==> src/rtl/add_slot_scheduler.sv <==
// add_slot_scheduler: shares one 8-bit adder slice between two requesters, running word adds
// as chained low/high byte passes. Define ADD_SLOT_SCHEDULER_RR_EN for round-robin arbitration.
module add_slot_scheduler (
    input  logic        clk,
    input  logic        rst_n,
    input  logic        req_valid0,
    input  logic        req_valid1,
    output logic        req_ready0,
    output logic        req_ready1,
    input  logic [15:0] req_a0,
    input  logic [15:0] req_b0,
    input  logic [15:0] req_a1,
    input  logic [15:0] req_b1,
    input  logic        req_word0,
    input  logic        req_word1,
    input  logic        req_ci0,
    input  logic        req_ci1,
    output logic        rsp_valid0,
    output logic        rsp_valid1,
    input  logic        rsp_ready0,
    input  logic        rsp_ready1,
    output logic [15:0] rsp_sum,
    output logic [3:0]  rsp_flags,
    output logic [7:0]  add_a,
    output logic [7:0]  add_b,
    output logic        add_ci,
    input  logic [7:0]  add_r,
    input  logic        add_co
);
    typedef enum logic [1:0] {IDLE, LO, HI, DONE} state_t;

    state_t      state;
    logic [15:0] op_a;
    logic [15:0] op_b;
    logic        op_word;
    logic        op_ci;
    logic        owner;
    logic        carry;
    logic        any_valid;
    logic        grant1;

    assign any_valid = req_valid0 || req_valid1;

`ifdef ADD_SLOT_SCHEDULER_RR_EN
    logic rr_ptr;  // requester that wins the next tie

    assign grant1 = req_valid1 && (!req_valid0 || rr_ptr);

    always_ff @(posedge clk or negedge rst_n) begin
        if (!rst_n) begin
            rr_ptr <= 1'b0;
        end else if (state == IDLE && any_valid) begin
            rr_ptr <= !grant1;
        end
    end
`else
    assign grant1 = req_valid1 && !req_valid0;
`endif

    // Ready is decoded from IDLE so the grant and operand capture share one edge; it is
    // gated by rst_n so nothing is acknowledged while the block is held in reset.
    assign req_ready0 = rst_n && (state == IDLE) && req_valid0 && !grant1;
    assign req_ready1 = rst_n && (state == IDLE) && grant1;

    assign rsp_valid0 = (state == DONE) && !owner;
    assign rsp_valid1 = (state == DONE) && owner;

    // NOTE: every output of a combinational block gets a default first, so no path infers a latch.
    always_comb begin
        add_a  = 8'h00;
        add_b  = 8'h00;
        add_ci = 1'b0;
        case (state)
            LO: begin
                add_a  = op_a[7:0];
                add_b  = op_b[7:0];
                add_ci = op_ci;
            end
            HI: begin
                add_a  = op_a[15:8];
                add_b  = op_b[15:8];
                add_ci = carry;
            end
            default: ;
        endcase
    end

    // NOTE: sequential state uses non-blocking assignments only, so all registers update together.
    always_ff @(posedge clk or negedge rst_n) begin
        if (!rst_n) begin
            state     <= IDLE;
            op_a      <= 16'h0000;
            op_b      <= 16'h0000;
            op_word   <= 1'b0;
            op_ci     <= 1'b0;
            owner     <= 1'b0;
            carry     <= 1'b0;
            rsp_sum   <= 16'h0000;
            rsp_flags <= 4'h0;
        end else begin
            case (state)
                IDLE: begin
                    if (any_valid) begin
                        owner   <= grant1;
                        op_a    <= grant1 ? req_a1    : req_a0;
                        op_b    <= grant1 ? req_b1    : req_b0;
                        op_word <= grant1 ? req_word1 : req_word0;
                        op_ci   <= grant1 ? req_ci1   : req_ci0;
                        state   <= LO;
                    end
                end
                LO: begin
                    rsp_sum <= {8'h00, add_r};
                    carry   <= add_co;
                    if (op_word) begin
                        state <= HI;
                    end else begin
                        rsp_flags <= {(op_a[7] == op_b[7]) && (add_r[7] != op_a[7]),
                                      add_r[7], add_r == 8'h00, add_co};
                        state     <= DONE;
                    end
                end
                HI: begin
                    rsp_sum[15:8] <= add_r;
                    carry         <= add_co;
                    rsp_flags     <= {(op_a[15] == op_b[15]) && (add_r[7] != op_a[15]),
                                      add_r[7], (add_r == 8'h00) && (rsp_sum[7:0] == 8'h00),
                                      add_co};
                    state         <= DONE;
                end
                DONE: begin
                    if (owner ? rsp_ready1 : rsp_ready0) begin
                        state <= IDLE;
                    end
                end
                default: state <= IDLE;
            endcase
        end
    end
endmodule

==> config.mk <==
export PLATFORM = sky130hd
export DESIGN_NAME = add_slot_scheduler
export DESIGN_NICKNAME = d
export VERILOG_FILES = /design/src/rtl/add_slot_scheduler.sv
export SDC_FILE = /design/constraint.sdc
export NUM_CORES = 1
export LEC_CHECK = 0
export ABC_AREA = 1
export CORE_ASPECT_RATIO = 1.5
export CORE_UTILIZATION = 47
export CTS_CLUSTER_SIZE = 10
export DETAILED_ROUTE_END_ITERATION = 10
export PLACE_DENSITY = 0.89
export SLEW_MARGIN = 20
export SYNTH_ARGS = -nofsm -noshare
export SYNTH_HDL_FRONTEND = slang
export SYNTH_SLANG_ARGS = --single-unit
==> constraint.sdc <==
create_clock -name clk -period 3.9 [get_ports clk]
set_clock_uncertainty 0.2 [all_clocks]
set_input_delay 0.585 -clock clk [delete_from_list [all_inputs] [get_ports clk]]
set_output_delay 0.585 -clock clk [all_outputs]
set_load 0.02 [all_outputs]
==> results of run 1 <==
[critical path, cell delays in order (launching register included)]
cell,delay (ns)
dfrtp_1,0.40
inv_1,0.10
ha_1,0.53
nand2_1,0.37
buf_4,0.32
o22ai_1,0.21
clkdlybuf4s50_1,0.68
[per-stage QoR]
stage	hold WS (ns)	util [%]
after CTS	0.243	73.4
after floorplan	0.0894	-
after global routing	0.284	73.4
after global placement	0.258	69.3
after detailed placement	0.271	69.3
final	0.220	73.4
[path summary, 6_finish.rpt]
| check | from | to | slack (ns) | depth (start not counted) |
|---|---|---|---|---|
| max | state[0]$_DFFE_PN0P_ | add_b[1] | 0.17 | 6 |
| min | rst_n | op_a[12]$_DFFE_PN0P_ | 0.22 | 2 |
| max reg2reg | state[0]$_DFFE_PN0P_ | op_b[2]$_DFFE_PN0P_ | 1.38 | 7 |
| min reg2reg | rsp_flags[1]$_DFFE_PN0P_ | rsp_flags[1]$_DFFE_PN0P_ | 0.29 | 2 |
| max in group asynchronous | rst_n | op_b[6]$_DFFE_PN0P_ | 2.79 | 2 |
| min in group clk | rsp_flags[1]$_DFFE_PN0P_ | rsp_flags[1]$_DFFE_PN0P_ | 0.29 | 2 |
[registers in the layout, summed over array words and instances, names as in the netlist]
register,count
carry,1
op_a,16
op_b,16
op_ci,1
op_word,1
owner,1
rsp_flags,4
rsp_sum,16
state,2
[cells by family (layout without fill, tap and decap cells)]
group | Yosys count | after routing | share of synthesized area, %
AO/OA/AOI/OAI | 110 | 110 | 22.5
buffers and inverters | 82 | 208 | 11.1
flip-flops | 58 | 58 | 48.2
adder cells (fa/ha/maj) | 4 | 4 | 1.66
AND/OR/NAND/NOR | 129 | 129 | 16.6
[cell usage after synthesis]
| cell | instances | area [sq um] |
|---|---|---|
| clkbuf_1 | 7 | 26.3 |
| o21bai_1 | 34 | 255 |
| buf_1 | 1 | 3.75 |
| inv_2 | 2 | 7.51 |
| clkinv_1 | 1 | 3.75 |
| o21ai_1 | 5 | 25.0 |
| a21oi_1 | 10 | 50.1 |
| dfrtp_1 | 58 | 1450 |
| nand3_1 | 5 | 25.0 |
| nor2_1 | 86 | 323 |
| nand2_1 | 36 | 135 |
| inv_1 | 60 | 225 |
| buf_6 | 2 | 22.5 |
| o21ai_0 | 35 | 175 |
| ha_1 | 4 | 50.1 |
| buf_2 | 9 | 45.0 |
| o22ai_1 | 25 | 156 |
| nor3_1 | 1 | 5.00 |
| nor2_4 | 1 | 11.3 |
| a21oi_4 | 1 | 16.3 |
[power breakdown]
part           leakage (nW)  internal, mW  switching [mW]
clock                 0.129         0.457           0.238
sequential            0.710         0.881           0.125
combinational          1.21         0.758           0.997
total                  2.05          2.10            1.36
[layout make-up]
cell class                 count  area [sq um]  share of cell area, %
tap                           74          92.6                   2.04
multi-input combinational    243          1230                   27.1
inverter                      63           236                   5.22
clock buffer                  11           151                   3.34
clock inverter                 5           100                   2.21
timing repair buffer         129          1270                   28.1
sequential                    58          1450                   32.0
[per-layer routing]
| layer | share of wire (%) | GRT usage (%) |
|---|---|---|
| met4 | 3.8 | 15.4 |
| met1 | 37 | 31.3 |
| met5 | 0 | 0 |
| met2 | 54 | 48.5 |
| met3 | 4.9 | 5.34 |
==> summary.txt, run 1 <==
Timing
  • RSZ-0062 raised after global routing: no
  • Min cycle time layout: ~3.7 ns
  • Final Max Tran Viols: 0
  • Final setup vio count: 0
  • Setup TNS: 0 ns
  • Final Worst Setup Slack: roughly 0.17 ns
  • Tcrit/Tclk final: roughly 96%
  • Slew headroom: about half
  • Max Freq: between 200 and 300 MHz
  • Final Hold Viols: 0
  • Slew @ Worst Pin: between 0.7 and 0.8 ns

Layout
  • Fill cells: roughly 450
  • Non-Filler Instances: between 500 and 600
  • Net count, final: 591
  • Design area: 4530 sq um
  • Share of layout cells above drive strength 1: around 5.3%
  • Antenna Cells: 0
  • Most frequent cells in the layout: clkdlybuf4s50_1 (122), nor2_1 (86), inv_1 (60)
  • Most common cell after layout, fill and taps aside: clkdlybuf4s50_1
  • Area grow syn2layout: 50.4%

Clocking
  • Post-CTS Hold Buffers: 0
  • Reg clk slew, reported paths: approximately 0.07 ns
  • H-tree depth: 3
  • Clock Tree Buf Depth: 2
  • Root Driver: clkbuf_8
  • Postcts setup bufs: 0
  • Clock sink total: between 50 and 60
  • Total CTS buffers: 9
  • Clk_lat worst skew: around 0.33 ns
  • Post-CTS sizing: 0
  • CTS tree: yes

Placed design
  • Placed cell area: 4280 sq um
  • PortBufs: 123
  • GP Congestion: between 0.8 and 0.9
  • Post-Place Cells: about 570
  • Dpl hpwl: ~6.4 mm
  • Worst slack, placed: around 0.57 ns

Synth
  • Sequential area share after synthesis: around half
  • Yosys cell types: 20
  • Seq cells post-synth: 58
  • YS warnings: 0
  • Post-Synthesis Cells: 383
  • Post-Syn Nets: 470
  • Synthesized area: ~3000 sq um
  • Syn_area_per_cell: around 8 sq um

Critical path
  • WP data arrival: 2.95 ns
  • Crit. End Element: output pin
  • Critical Path RT: 3.12 ns
  • CP max FO: 16
  • Critical path type: reg -> out
  • Crit path launch type: flip-flop

Floorplan
  • Die Ht: ~100 um
  • Initial Util: around 49%
  • Die area: ~6700 sq um
  • # rows: 35
  • Die X: 67.4 um
  • I/O Pins: around 120
  • Placeable Area: 6170 sq um

Routing
  • Pre-antenna DRT Iters: 4
  • DRC marker count from the first detailed-route iteration: between 300 and 400
  • Vias after detailed routing: around 3000
  • Final WL: 8.89 mm
  • DRC Markers: 0
  • Via density: roughly 5.3
  • DR WL/cell: approximately 15 um
  • Post-route ant nets: 0

GRT
  • Grt ovf: 0
  • First-pass GRT wire length: between 10 and 15 mm
  • Largest net degree at the start of global routing: 59
  • Initial antenna violation count: 0
  • All-Layer GR Usage: 28.0%
  • Vias in the first global route: between 3000 and 4000

Power and ir drop
  • Max IR drop VDD: 0.434 mV
  • Leak Pwr: between 2 and 2.5 nW
  • PD cells: around 760 nW/um^2
  • Tot Pwr: between 3 and 4 mW

Run status
  • Status: finished, final reports clean

Hold path
  • HP Class: in -> async

Job
  • Max cap viols: 0
(Power assumes the default switching activity.)
==> inputs of run 2 (changes only) <==
- CORE_MARGIN: default -> 8
- HOLD_SLACK_MARGIN: default -> 0.15
==> run 2 against run 1 <==
Compared with the run above:
- non-clock buffer count did not move
- critical endpoint is now add_a[6]
- largest cell class unchanged
- critical path depth did not move
- sequential power barely moved
- first-iteration DRC count fell by 49%
==> summary.txt, run 2 (synthesis gave the netlist of run 1 again) <==
Run status
  • Status: finished, final reports clean

Timing
  • Final hold slack: 0.256 ns
  • Setup TNS: 0 ns
  • Final Max Tran Viols: 0
  • Final Hold Viols: 0
  • Tcrit/Tclk final: 94.7%
  • Min cycle time layout: 3.69 ns
  • Slew headroom: approximately 50%
  • Max Freq: 271 MHz
  • Slew @ Worst Pin: around 0.75 ns
  • Final setup vio count: 0
  • RSZ-0062 raised after global routing: no

GRT
  • Largest net degree at the start of global routing: 59
  • First-pass GRT wire length: around 15 mm
  • All-Layer GR Usage: between 20% and 30%
  • Initial antenna violation count: 0
  • Vias in the first global route: about 3200
  • Grt ovf: 0

Layout
  • Most frequent cells in the layout: clkdlybuf4s50_1 (122), nor2_1 (86), inv_1 (60)
  • Area grow syn2layout: 47.7%
  • Net count, final: between 500 and 600
  • Most common cell after layout, fill and taps aside: clkdlybuf4s50_1
  • Non-Filler Instances: between 500 and 600
  • Regs by FF count: op_a x16, op_b x16, rsp_sum x16
  • Share of layout cells above drive strength 1: about 5%
  • Fill cells: around 450
  • Register Area: between 1000 and 1500 sq um
  • Antenna Cells: 0
  • Multi-input gate area: about 1200 sq um
  • Design area: approximately 4400 sq um

Floorplan
  • I/O Pins: about 120
  • # rows: 35
  • Die Ht: about 110 um
  • Placeable Area: ~6200 sq um
  • Die X: slightly above 80 um
  • Initial Util: between 40% and 50%
  • Die area: roughly 9300 sq um

Critical path
  • Crit path launch type: flip-flop
  • End of the critical path: add_a[6]
  • Worst R2R Setup Slack: 1.38 ns
  • Max stage delay on crit path: around 0.66 ns
  • Crit path from: state[0]$_DFFE_PN0P_
  • Crit. End Element: output pin
  • Worst path cell trace: inv_1, ha_1, nand2_1, buf_4, o22ai_1, clkdlybuf4s50_1
  • R2r endpoint: op_a[11]$_DFFE_PN0P_
  • RR Startpoint: state[0]$_DFFE_PN0P_
  • Slowest cell on crit path: clkdlybuf4s50_1
  • CP max FO: 16
  • Critical path type: reg -> out
  • Critical Path RT: about 3.1 ns
  • Register-to-Register Path Depth: 7
  • WP data arrival: ~2.9 ns

Routing
  • DRC Markers: 0
  • Vias after detailed routing: between 3000 and 4000
  • Via density: 5.36
  • Pre-antenna DRT Iters: 4
  • DRC marker count from the first detailed-route iteration: between 150 and 200
  • Final WL: roughly 9.5 mm
  • DR WL/cell: between 15 and 20 um
  • Post-route ant nets: 0

Clocking
  • Postcts setup bufs: 0
  • Root Driver: clkbuf_8
  • Reg clk slew, reported paths: around 0.070 ns
  • H-tree depth: 3
  • Post-CTS Hold Buffers: 0
  • Clk_lat worst skew: roughly 0.33 ns
  • Post-CTS sizing: 0
  • Total CTS buffers: 9
  • Clock Tree Buf Depth: 2
  • Clock sink total: 58
  • CTS tree: yes

Placed design
  • GP Congestion: ~0.88
  • PortBufs: roughly 120
  • Placed cell area: about 4300 sq um
  • Post-Place Cells: between 500 and 600
  • Dpl hpwl: roughly 7.3 mm

Power and ir drop
  • Tot Pwr: between 3 and 4 mW
  • PD cells: about 730 nW/um^2
  • Leak Pwr: approximately 2.0 nW
  • Max IR drop VDD: approximately 0.40 mV

Hold path
  • HP Class: in -> async

Job
  • Max cap viols: 0
==> run 2: changes by cell type in the layout (fill, tap and decap cells not counted), sizes merged <==
cell,delta
clkinv,+1
bufinv,-3
clkbuf,+1
==> run 2: worst min path at each step <==
stage | to | cells past startpoint
global route | rsp_flags[0]$_DFFE_PN0P_ | 2
finish | op_a[15]$_DFFE_PN0P_ | 2
detailed placement | rsp_flags[1]$_DFFE_PN0P_ | 2
global placement | rsp_flags[0]$_DFFE_PN0P_ | 2
floorplan | carry$_DFFE_PN0P_ | 0
CTS | op_a[2]$_DFFE_PN0P_ | 2
==> run 2: per-layer routing <==
layer	vias up	track usage, %	wire length [um]
met5	-	0	0
met1	1471	21.5	3340
met2	161	35.6	5110
met3	28	6.13	654
met4	0	12.8	429
li1	1460	-	-
==> run 2: per-stage QoR <==
stage / utilization [%] / worst slack, ns
global placement: 69.3 / 0.710
CTS: 72.1 / 0.230
finish: 72.1 / 0.208
detailed placement: 69.3 / 0.615
floorplan: - / 1.61
global route: 72.1 / 0.0853
==> run 2: final cells by class <==
type,count,share of cell area [%]
multi-input cells,243,27.6
clock buffers,12,3.49
repair buffers,129,28.6
well taps,74,2.08
flip-flops and latches,58,32.6
clock inverters,3,0.337
inverters,63,5.31
==> run 2: power by group <==
part | leakage (nW) | switching (mW) | internal (mW) | total, mW
Clock | 0.0920 | 0.230 | 0.259 | 0.489
Combinational | 1.21 | 0.992 | 0.757 | 1.75
Sequential | 0.710 | 0.124 | 0.881 | 1.00
==> run 2: worst max-delay path, delay by kind of cell (launching register included) <==
| kind | cells | cell delay [ns] |
|---|---|---|
| buffers and inverters | 3 | 1.08 |
| adders and majority gates | 1 | 0.54 |
| DFF | 1 | 0.40 |
| and+or+nand+nor | 1 | 0.37 |
| AOI/OAI and AO/OA | 1 | 0.19 |
